$ cat config.mk
export PLATFORM = sky130hd
export DESIGN_NAME = store_forward_buffer_flat
export DESIGN_NICKNAME = d
export VERILOG_FILES = /design/src/rtl/store_forward_buffer_pkg.sv /design/src/rtl/store_forward_buffer_if.sv /design/src/rtl/store_forward_buffer_store_lane_align.sv /design/src/rtl/store_forward_buffer.sv /design/src/flat_wrapper.sv
export SDC_FILE = /design/constraint.sdc
export NUM_CORES = 1
export LEC_CHECK = 0
export ABC_AREA = 1
export CORE_ASPECT_RATIO = 0.9
export CORE_MARGIN = 2
export CORE_UTILIZATION = 55
export CTS_CLUSTER_DIAMETER = 120
export CTS_CLUSTER_SIZE = 25
export DETAILED_ROUTE_END_ITERATION = 12
export PLACE_DENSITY = 0.83
export SYNTH_ARGS = -nofsm -noshare
export SYNTH_HDL_FRONTEND = slang
export SYNTH_SLANG_ARGS = --single-unit
$ cat constraint.sdc
create_clock -name clk -period 8.7 [get_ports clk]
set_input_delay 1.74 -clock clk [delete_from_list [all_inputs] [get_ports clk]]
set_output_delay 1.74 -clock clk [all_outputs]
set_load 0.05 [all_outputs]
$ cat src/rtl/store_forward_buffer_pkg.sv
// Shared constants and types for the committed-store queue: store instruction IDs,
// byte-enable masks and the queued entry layout.
package store_forward_buffer_pkg;

   localparam logic [5:0] INSTR_SB = 6'd20;
   localparam logic [5:0] INSTR_SH = 6'd21;
   localparam logic [5:0] INSTR_SW = 6'd22;

   localparam logic [3:0] STRB_BYTE = 4'b0001;
   localparam logic [3:0] STRB_HALF = 4'b0011;
   localparam logic [3:0] STRB_WORD = 4'b1111;

   typedef struct packed {
      logic [5:0]  instr_id;
      logic [31:0] addr;
      logic [31:0] data;
   } store_entry_t;

   function automatic logic is_store(input logic [5:0] id);
      return (id == INSTR_SB) || (id == INSTR_SH) || (id == INSTR_SW);
   endfunction

endpackage

$ cat src/rtl/store_forward_buffer_if.sv
// Bundle of the store, hazard/forward and memory-write signals of the store buffer.
// master = surrounding pipeline and memory, slave = the buffer.
interface store_forward_buffer_if #(parameter int DEPTH = 4);
   localparam int CW = $clog2(DEPTH) + 1;

   logic          st_valid;
   logic          st_ready;
   logic [5:0]    st_instr_id;
   logic [31:0]   st_addr;
   logic [31:0]   st_data;
   logic [5:0]    prev_store_instr_id;
   logic [31:0]   prev_store_addr;
   logic          store_load_hazard;
   logic          load_valid;
   logic [31:0]   load_addr;
   logic          fwd_valid;
   logic [31:0]   fwd_data;
   logic          load_stall;
   logic          mem_wr_valid;
   logic          mem_wr_ready;
   logic [31:0]   mem_wr_addr;
   logic [31:0]   mem_wr_data;
   logic [3:0]    mem_wr_strb;
   logic [CW-1:0] count;

   modport master (
      output st_valid, st_instr_id, st_addr, st_data, store_load_hazard,
             load_valid, load_addr, mem_wr_ready,
      input  st_ready, prev_store_instr_id, prev_store_addr, fwd_valid, fwd_data,
             load_stall, mem_wr_valid, mem_wr_addr, mem_wr_data, mem_wr_strb, count
   );

   modport slave (
      input  st_valid, st_instr_id, st_addr, st_data, store_load_hazard,
             load_valid, load_addr, mem_wr_ready,
      output st_ready, prev_store_instr_id, prev_store_addr, fwd_valid, fwd_data,
             load_stall, mem_wr_valid, mem_wr_addr, mem_wr_data, mem_wr_strb, count
   );

endinterface

$ cat src/rtl/store_forward_buffer_store_lane_align.sv
// Maps a store entry onto memory byte lanes: byte enables plus lane-replicated data.
// Unknown IDs produce no enables.
module store_lane_align
   import store_forward_buffer_pkg::*;
(
   input  logic [5:0]  instr_id,
   input  logic [1:0]  addr_lo,
   input  logic [31:0] data,
   output logic [3:0]  strb,
   output logic [31:0] lane_data
);

   // Lane selection by store width; misaligned halfword/word offsets are ignored.
   always_comb begin
      strb      = 4'b0000;
      lane_data = 32'h0000_0000;
      case (instr_id)
         INSTR_SB: begin
            strb      = STRB_BYTE << addr_lo;
            lane_data = {4{data[7:0]}};
         end
         INSTR_SH: begin
            strb      = STRB_HALF << {addr_lo[1], 1'b0};
            lane_data = {2{data[15:0]}};
         end
         INSTR_SW: begin
            strb      = STRB_WORD;
            lane_data = data;
         end
         default: begin
            strb      = 4'b0000;
            lane_data = 32'h0000_0000;
         end
      endcase
   end

endmodule

$ cat src/rtl/store_forward_buffer.sv
// Committed-store queue between MEM and data memory: drains in order through a
// valid/ready write port, forwards its youngest entry and stalls overlapping loads.
module store_forward_buffer
   import store_forward_buffer_pkg::*;
#(
   parameter int DEPTH = 4
)(
   input  logic                 clk,
   input  logic                 rst_n,
   store_forward_buffer_if.slave bus
);

   localparam int PW = $clog2(DEPTH);
   localparam int CW = PW + 1;

   store_entry_t  entries_r [DEPTH];
   logic [PW-1:0] head_r;
   logic [PW-1:0] tail_r;
   logic [CW-1:0] count_r;

   logic          not_empty_s;
   logic          not_full_s;
   logic          enq_s;
   logic          deq_s;
   logic          word_hit_s;
   logic          fwd_s;
   logic [PW-1:0] prev_idx_s;
   logic [PW-1:0] slot_off_s;
   store_entry_t  head_entry_s;
   store_entry_t  young_entry_s;
   store_entry_t  new_entry_s;
   logic [3:0]    strb_s;
   logic [31:0]   lane_data_s;

   // Handshake qualifiers; a full buffer refuses stores even when it drains this cycle.
   always_comb begin
      not_empty_s   = (count_r != {CW{1'b0}});
      not_full_s    = (count_r != CW'(DEPTH));
      enq_s         = bus.st_valid && not_full_s && is_store(bus.st_instr_id);
      deq_s         = not_empty_s && bus.mem_wr_ready;
      prev_idx_s    = tail_r - PW'(1);
      head_entry_s  = entries_r[head_r];
      young_entry_s = entries_r[prev_idx_s];
      new_entry_s   = '{instr_id: bus.st_instr_id, addr: bus.st_addr, data: bus.st_data};
   end

   // Word-overlap search across the live slots, measured as distance from head.
   always_comb begin
      word_hit_s = 1'b0;
      slot_off_s = {PW{1'b0}};
      for (int i = 0; i < DEPTH; i++) begin
         slot_off_s = PW'(i) - head_r;
         word_hit_s = word_hit_s |
                      (({1'b0, slot_off_s} < count_r) &&
                       (entries_r[i].addr[31:2] == bus.load_addr[31:2]));
      end
   end

   store_lane_align u_lane_align (
      .instr_id  (head_entry_s.instr_id),
      .addr_lo   (head_entry_s.addr[1:0]),
      .data      (head_entry_s.data),
      .strb      (strb_s),
      .lane_data (lane_data_s)
   );

   // Output decode; entry-derived outputs are zeroed while empty so stale slots never leak.
   always_comb begin
      fwd_s          = bus.load_valid && bus.store_load_hazard && not_empty_s;
      bus.st_ready   = not_full_s;
      bus.count      = count_r;
      bus.fwd_valid  = fwd_s;
      bus.load_stall = bus.load_valid && !fwd_s && word_hit_s;
      bus.mem_wr_valid = not_empty_s;
      if (not_empty_s) begin
         bus.prev_store_instr_id = young_entry_s.instr_id;
         bus.prev_store_addr     = young_entry_s.addr;
         bus.fwd_data            = young_entry_s.data;
         bus.mem_wr_addr         = {head_entry_s.addr[31:2], 2'b00};
         bus.mem_wr_data         = lane_data_s;
         bus.mem_wr_strb         = strb_s;
      end else begin
         bus.prev_store_instr_id = 6'd0;
         bus.prev_store_addr     = 32'h0000_0000;
         bus.fwd_data            = 32'h0000_0000;
         bus.mem_wr_addr         = 32'h0000_0000;
         bus.mem_wr_data         = 32'h0000_0000;
         bus.mem_wr_strb         = 4'b0000;
      end
   end

   // Pointer and occupancy registers.
   always_ff @(posedge clk or negedge rst_n) begin
      if (!rst_n) begin
         head_r  <= {PW{1'b0}};
         tail_r  <= {PW{1'b0}};
         count_r <= {CW{1'b0}};
      end else begin
         if (enq_s) begin
            tail_r <= tail_r + PW'(1);
         end
         if (deq_s) begin
            head_r <= head_r + PW'(1);
         end
         case ({enq_s, deq_s})
            2'b10:   count_r <= count_r + CW'(1);
            2'b01:   count_r <= count_r - CW'(1);
            default: count_r <= count_r;
         endcase
      end
   end

   // Entry storage; contents are only meaningful inside the live window, so no reset.
   always_ff @(posedge clk) begin
      if (enq_s) begin
         entries_r[tail_r] <= new_entry_s;
      end
   end

endmodule

$ cat src/flat_wrapper.sv
// flat-port wrapper written by rule: the top's interface ports become plain ports
module store_forward_buffer_flat import store_forward_buffer_pkg::*;
#(
   parameter int DEPTH = 4
)
  (clk, rst_n, bus_st_valid, bus_st_instr_id, bus_st_addr, bus_st_data, bus_store_load_hazard, bus_load_valid, bus_load_addr, bus_mem_wr_ready, bus_st_ready, bus_prev_store_instr_id, bus_prev_store_addr, bus_fwd_valid, bus_fwd_data, bus_load_stall, bus_mem_wr_valid, bus_mem_wr_addr, bus_mem_wr_data, bus_mem_wr_strb, bus_count);
  store_forward_buffer_if #(.DEPTH(DEPTH)) bus_i ();
  input  logic clk;
  input  logic rst_n;
  input wire logic [$bits(bus_i.st_valid)-1:0] bus_st_valid;
  input wire logic [$bits(bus_i.st_instr_id)-1:0] bus_st_instr_id;
  input wire logic [$bits(bus_i.st_addr)-1:0] bus_st_addr;
  input wire logic [$bits(bus_i.st_data)-1:0] bus_st_data;
  input wire logic [$bits(bus_i.store_load_hazard)-1:0] bus_store_load_hazard;
  input wire logic [$bits(bus_i.load_valid)-1:0] bus_load_valid;
  input wire logic [$bits(bus_i.load_addr)-1:0] bus_load_addr;
  input wire logic [$bits(bus_i.mem_wr_ready)-1:0] bus_mem_wr_ready;
  output wire logic [$bits(bus_i.st_ready)-1:0] bus_st_ready;
  output wire logic [$bits(bus_i.prev_store_instr_id)-1:0] bus_prev_store_instr_id;
  output wire logic [$bits(bus_i.prev_store_addr)-1:0] bus_prev_store_addr;
  output wire logic [$bits(bus_i.fwd_valid)-1:0] bus_fwd_valid;
  output wire logic [$bits(bus_i.fwd_data)-1:0] bus_fwd_data;
  output wire logic [$bits(bus_i.load_stall)-1:0] bus_load_stall;
  output wire logic [$bits(bus_i.mem_wr_valid)-1:0] bus_mem_wr_valid;
  output wire logic [$bits(bus_i.mem_wr_addr)-1:0] bus_mem_wr_addr;
  output wire logic [$bits(bus_i.mem_wr_data)-1:0] bus_mem_wr_data;
  output wire logic [$bits(bus_i.mem_wr_strb)-1:0] bus_mem_wr_strb;
  output wire logic [$bits(bus_i.count)-1:0] bus_count;
  assign bus_i.st_valid = bus_st_valid;
  assign bus_i.st_instr_id = bus_st_instr_id;
  assign bus_i.st_addr = bus_st_addr;
  assign bus_i.st_data = bus_st_data;
  assign bus_i.store_load_hazard = bus_store_load_hazard;
  assign bus_i.load_valid = bus_load_valid;
  assign bus_i.load_addr = bus_load_addr;
  assign bus_i.mem_wr_ready = bus_mem_wr_ready;
  assign bus_st_ready = bus_i.st_ready;
  assign bus_prev_store_instr_id = bus_i.prev_store_instr_id;
  assign bus_prev_store_addr = bus_i.prev_store_addr;
  assign bus_fwd_valid = bus_i.fwd_valid;
  assign bus_fwd_data = bus_i.fwd_data;
  assign bus_load_stall = bus_i.load_stall;
  assign bus_mem_wr_valid = bus_i.mem_wr_valid;
  assign bus_mem_wr_addr = bus_i.mem_wr_addr;
  assign bus_mem_wr_data = bus_i.mem_wr_data;
  assign bus_mem_wr_strb = bus_i.mem_wr_strb;
  assign bus_count = bus_i.count;
  store_forward_buffer #(.DEPTH(DEPTH)) u_core (.clk(clk), .rst_n(rst_n), .bus(bus_i));
endmodule
==> metrics.txt <==
status finished, final reports clean; EDFF count, synth 280; worst hold-check path type reg2reg; #FFs+latches synth 287; post-route design area 18,460 um2; Synth top area share 54.50%; GRT Residual Overflow 0; ant diodes 0; core area 27,790 um2; initial antenna violation count 1; clk_lat worst skew 520 ps; Setup WS pre-CTS 2200 ps; Primary FF master, synth edfxtp_1; PortBufs 248; RSZ-0062 raised after global routing no; hold buffers post-CTS 0; count of clock tree sinks 287; largest net degree at the start of global routing 116; max-cap violation count 0; gpl congestion 0.9441; DR WL/cell 20.79 um; Setup CP Type reg2out; CTS tree done; synthesized area 15,430 um2; drt initial violations 1,931; DRT Pass-1 Iters 8; Final nets 1,931; DRC errors left 0; clk root buf clkbuf_16; data arrival time of the worst path 5400 ps; Reg clk slew, reported paths 90 ps; H-Tree Depth 1; max_slew headroom 20.35%; first-pass GRT wire length 68.60 mm; cell row count 58; Final ANT Viol Nets 0; Yosys top cell by area edfxtp_1; final setup violation count 0; top cells by area, synth edfxtp_1 54%, nor2_1 6.8%, o21ai_0 5.3%; CTS Buffer Depth 3; layout cells sized above 1 3.520%; vias in the first global route 12,880; crit end category primary output; Post-Synthesis Cells 1,644; WP data required 6960 ps; CTS resizes 0; Crit Path Max Fanout 56; Synth Area per Inst 9.385 um2; Final Slew Violations 0; drt total wl 45.28 mm; Starting Density 55.51%; Post-CTS Setup Inserts 0; Netlist cell types 36; dpl cell area 18,040 um2; worst-margin pin slew 1195 ps; Synthesis Warnings 0; chip height 162.9 um; async set or reset register ratio after synthesis 2.439%; Top Ports 253; detailed-route via count 13,380; Setup crit start kind register; Layout Skew 31.57 ps; TritonCTS Buffers 15; area grow syn2layout 19.63%; DP HPWL 28.47 mm; Hold Fails Final Rpt 0; Via density 6.144; die footprint 29,410 um2; fin crit period 7136 ps; Period Utilization, post-route 82.03%; die width 180.5 um; synth cell count leaders 280 x edfxtp_1, 280 x nor2_1, 192 x nand2_1; Tot GR Track Use 29.86%; sequential share of the synthesized area 55.63%; highest clock rate 140.1 MHz; worst setup slack after layout 1564 ps; Setup TNS 0 ps; Finished Core Util 66.41%
routing by layer:
metal / part of all wire, % / vias up / routed length (um) / global-route usage [%]
li1: - / 6021 / - / -
met1: 39 / 6342 / 17530 / 40.03
met2: 46 / 889 / 21040 / 48.37
met3: 11 / 130 / 4956 / 5.165
met4: 3.9 / 0 / 1757 / 12.87
met5: 0 / - / 0 / 0
registers in the layout, indices dropped and copies added, names as in the netlist:
signal	count
u_core.head_r	2
u_core.tail_r	2
u_core.bus.count	3
u_core.entries_r	280
path summary, 6_finish.rpt:
kind / startpoint / endpoint / slack, ps / cells past startpoint
min reg2reg: u_core.tail_r[1]$_DFFE_PN0P_ / u_core.tail_r[1]$_DFFE_PN0P_ / 560 / 2
max reg2reg: u_core.tail_r[0]$_DFFE_PN0P_ / u_core.tail_r[1]$_DFFE_PN0P_ / 4960 / 5
max in group asynchronous: rst_n / u_core.tail_r[0]$_DFFE_PN0P_ / 6960 / 1
min in group asynchronous: rst_n / u_core.tail_r[0]$_DFFE_PN0P_ / 1470 / 1
min: u_core.tail_r[1]$_DFFE_PN0P_ / u_core.tail_r[1]$_DFFE_PN0P_ / 560 / 2
max: u_core.head_r[1]$_DFFE_PN0P_ / bus_mem_wr_data[5] / 1560 / 9
through the flow:
| stage | cells | hold slack, ps |
|---|---|---|
| after floorplan | 1645 | 502.7 |
| after global placement | 2156 | 528.8 |
| after detailed placement | 2156 | 531.4 |
| after CTS | 2178 | 554.7 |
| after global routing | 2178 | 594.3 |
| final | 2178 | 562.0 |
kinds of logic (layout without fill, tap and decap cells):
kind of cell | Yosys count | after routing | share of synthesized area (%)
AOI/OAI and AO/OA | 399 | 399 | 14.73
xor gates and xnor gates | 110 | 110 | 6.244
adders and majority gates | 10 | 10 | 0.8596
buffers and inverters | 237 | 410 | 6.374
DFF | 287 | 287 | 55.63
other | 1 | 2 | 0.02431
and+or+nand+nor | 600 | 600 | 16.14
worst max-delay path, cell delays in order, from the launching register on:
cell and delay (ps):
dfrtp_1 560, nor2_4 130, buf_4 600, inv_1 640, o22ai_1 300, nor2_1 110
nor2_4 890, o211ai_2 420, nor3b_1 360, clkdlybuf4s50_1 850
layout by cell type (no fill, tap or decap), types with 19 or more instances in the layout:
cell type and instances:
o211ai_1 22, a21oi_1 121, nand2_1 191, a22oi_1 19, clkdlybuf4s50_1 248, nand3_1 95, nor2_1 275, o21ai_0 164
xnor2_1 66, inv_1 116, a221oi_1 30, buf_4 19, o22ai_1 39, xor2_1 44, edfxtp_1 280
layout make-up:
type                            count  area, um2
Clock buffer                       20      394.1
Clock inverter                      2      25.02
Fill cell                        2070       9336
Inverter                          121      457.9
Multi-Input combinational cell   1121       5918
Sequential cell                   287       8587
Tap cell                          360      450.4
Timing Repair Buffer              267       2625
Power is left out: the tool's default activity adds up to more than one toggle a clock period on the data nets, which glitch-free logic cannot reach.
==> RTL change: new RTL, same flow settings <==
`DEPTH` is set to 4 in 3 places; all go to 8.
--- a/src/rtl/store_forward_buffer_if.sv
+++ b/src/rtl/store_forward_buffer_if.sv
@@ -1,6 +1,6 @@
 // Bundle of the store, hazard/forward and memory-write signals of the store buffer.
 // master = surrounding pipeline and memory, slave = the buffer.
-interface store_forward_buffer_if #(parameter int DEPTH = 4);
+interface store_forward_buffer_if #(parameter int DEPTH = 8);
    localparam int CW = $clog2(DEPTH) + 1;
 
    logic          st_valid;
--- a/src/rtl/store_forward_buffer.sv
+++ b/src/rtl/store_forward_buffer.sv
@@ -3,7 +3,7 @@
 module store_forward_buffer
    import store_forward_buffer_pkg::*;
 #(
-   parameter int DEPTH = 4
+   parameter int DEPTH = 8
 )(
    input  logic                 clk,
    input  logic                 rst_n,
--- a/src/flat_wrapper.sv
+++ b/src/flat_wrapper.sv
@@ -1,7 +1,7 @@
 // flat-port wrapper written by rule: the top's interface ports become plain ports
 module store_forward_buffer_flat import store_forward_buffer_pkg::*;
 #(
-   parameter int DEPTH = 4
+   parameter int DEPTH = 8
 )
   (clk, rst_n, bus_st_valid, bus_st_instr_id, bus_st_addr, bus_st_data, bus_store_load_hazard, bus_load_valid, bus_load_addr, bus_mem_wr_ready, bus_st_ready, bus_prev_store_instr_id, bus_prev_store_addr, bus_fwd_valid, bus_fwd_data, bus_load_stall, bus_mem_wr_valid, bus_mem_wr_addr, bus_mem_wr_data, bus_mem_wr_strb, bus_count);
   store_forward_buffer_if #(.DEPTH(DEPTH)) bus_i ();
Interface: changed (resized bus_count); port bits go from 253 to 254. The function was not compared with the original's and may differ.
==> RTL change against the original RTL <==
Sequential cell count up 283. Critical endpoint is now bus_mem_wr_data[18]. Critical path type unchanged. Design area up 89%. Synthesized area up 100%. Setup slack better by 36 ps. Wire length up 110%. Core utilization down 4.8 points.
==> RTL change: results (changes against the original RTL) <==
[place]
gp_congestion = 0.926  ; was 0.944

[detailed_routing]
via_per_inst = 6.22  ; was 6.14
first_pass_iters = 5  ; was 8
wire_per_inst_um = 22.2  ; was 20.8 um

[floorplan]
start_util_pct = 55.4  ; was 55.5%

[timing]
hold_ws_ps = 574  ; was 562 ps
worst_slew_pin_slew_ps = 1080  ; was 1190 ps

[hold_path]
hold_end = u_core.bus.count[0]$_DFFE_PN0P_  ; was u_core.tail_r[1]$_DFFE_PN0P_
min_path_cells = 1  ; was 2
hp-start = u_core.bus.count[0]$_DFFE_PN0P_  ; was u_core.tail_r[1]$_DFFE_PN0P_

[global_routing]
grt_pass1_wl_um = 139000  ; was 68600 um
grt_use_met1_pct = 40.9  ; was 40.0%
grt_max_degree = 233  ; was 116
grtUsageMet3_pct = 5.91  ; was 5.17%
gr-usage-all-layers_pct = 30.5  ; was 29.9%

[final_layout]
drive_above_1_share_pct = 3.01  ; was 3.52%

[worst_setup_path]
arrival_ps = 5360  ; was 5400 ps
reg2reg_slack_ps = 4440  ; was 4960 ps

[clock_network]
cts_buffers = 26  ; was 15
clk_latency_ps = 600  ; was 520 ps

[yosys]
async_flop_share_pct = 1.75  ; was 2.44%
yosysUniqueCellTypes = 44  ; was 36
synth_edf_count = 560  ; was 280
seq_area_frac_synth_pct = 54.3  ; was 55.6%

[run_status]
status = completed  ; unchanged

-- RTL change: cell type report --
cell class / instances / area (um2)
sequential: 570 / 17100
multi-input combinational: 2244 / 12200
timing repair buffer: 286 / 2820
clock inverter: 1 / 6.26
fill: 4504 / 21800
tap: 765 / 957
inverter: 289 / 1100
clock buffer: 37 / 713
antenna: 4 / 10.0
-- RTL change: routing by layer --
layer	up-vias	wire (um)	part of all wire (%)
li1	11900	-	-
met1	12100	34900	37
met2	1839	42700	46
met3	271	11800	13
met4	8	3710	4.0
met5	-	52	0.056
-- RTL change: worst register-to-register path: cells and delay by family, from the launching register on --
| family | cells | cell delay [ps] |
|---|---|---|
| buf+inv | 3 | 1860 |
| simple gates | 2 | 1230 |
| flops | 1 | 780 |
-- RTL change: kinds of logic after synthesis --
kind of cell / after synthesis / share of synthesized area, %
adders and majority gates: 20 / 0.821
buffers and inverters: 543 / 7.04
and+or+nand+nor: 958 / 12.6
DFF: 570 / 54.3
AOI/OAI and AO/OA: 1046 / 19.1
xor gates and xnor gates: 218 / 6.08
other: 1 / 0.0119
-- RTL change: power groups by stage --
| stage | Combinational [mW] | Clock, mW | Sequential [mW] |
|---|---|---|---|
| 2_1_floorplan | 6.11 | 0 | 3.19 |
| 3_3_place_gp | 8.65 | 0 | 3.27 |
| 3_5_place_dp | 8.78 | 0 | 3.27 |
| 4_1_cts | 8.82 | 1.40 | 3.21 |
| 5_1_grt | 9.41 | 1.49 | 3.23 |
| 6_report | 8.93 | 1.40 | 3.22 |
-- RTL change: worst max path at each step --
stage                                      start                                to  slack (ps)  depth (start not counted)
detailed placement             bus_load_addr[22]                    bus_load_stall        2260                         11
global route        u_core.head_r[0]$_DFFE_PN0P_               bus_mem_wr_data[10]        1250                         11
floorplan                     bus_st_instr_id[3]  u_core.entries_r[4][0]$_DFFE_PP_         860                          4
finish              u_core.head_r[0]$_DFFE_PN0P_               bus_mem_wr_data[18]        1600                         11
CTS                 u_core.head_r[0]$_DFFE_PN0P_               bus_mem_wr_data[18]        1640                         11
global placement               bus_load_addr[22]                    bus_load_stall        2270                         11
-- RTL change: metrics by stage --
step	cells	utilization, %	instance area, um2
2_1_floorplan	3357	-	31400
3_5_place_dp	4154	60.3	34200
6_report	4196	61.6	34900
5_1_grt	4195	61.6	34900
4_1_cts	4192	61.6	34900
3_3_place_gp	4154	60.3	34200
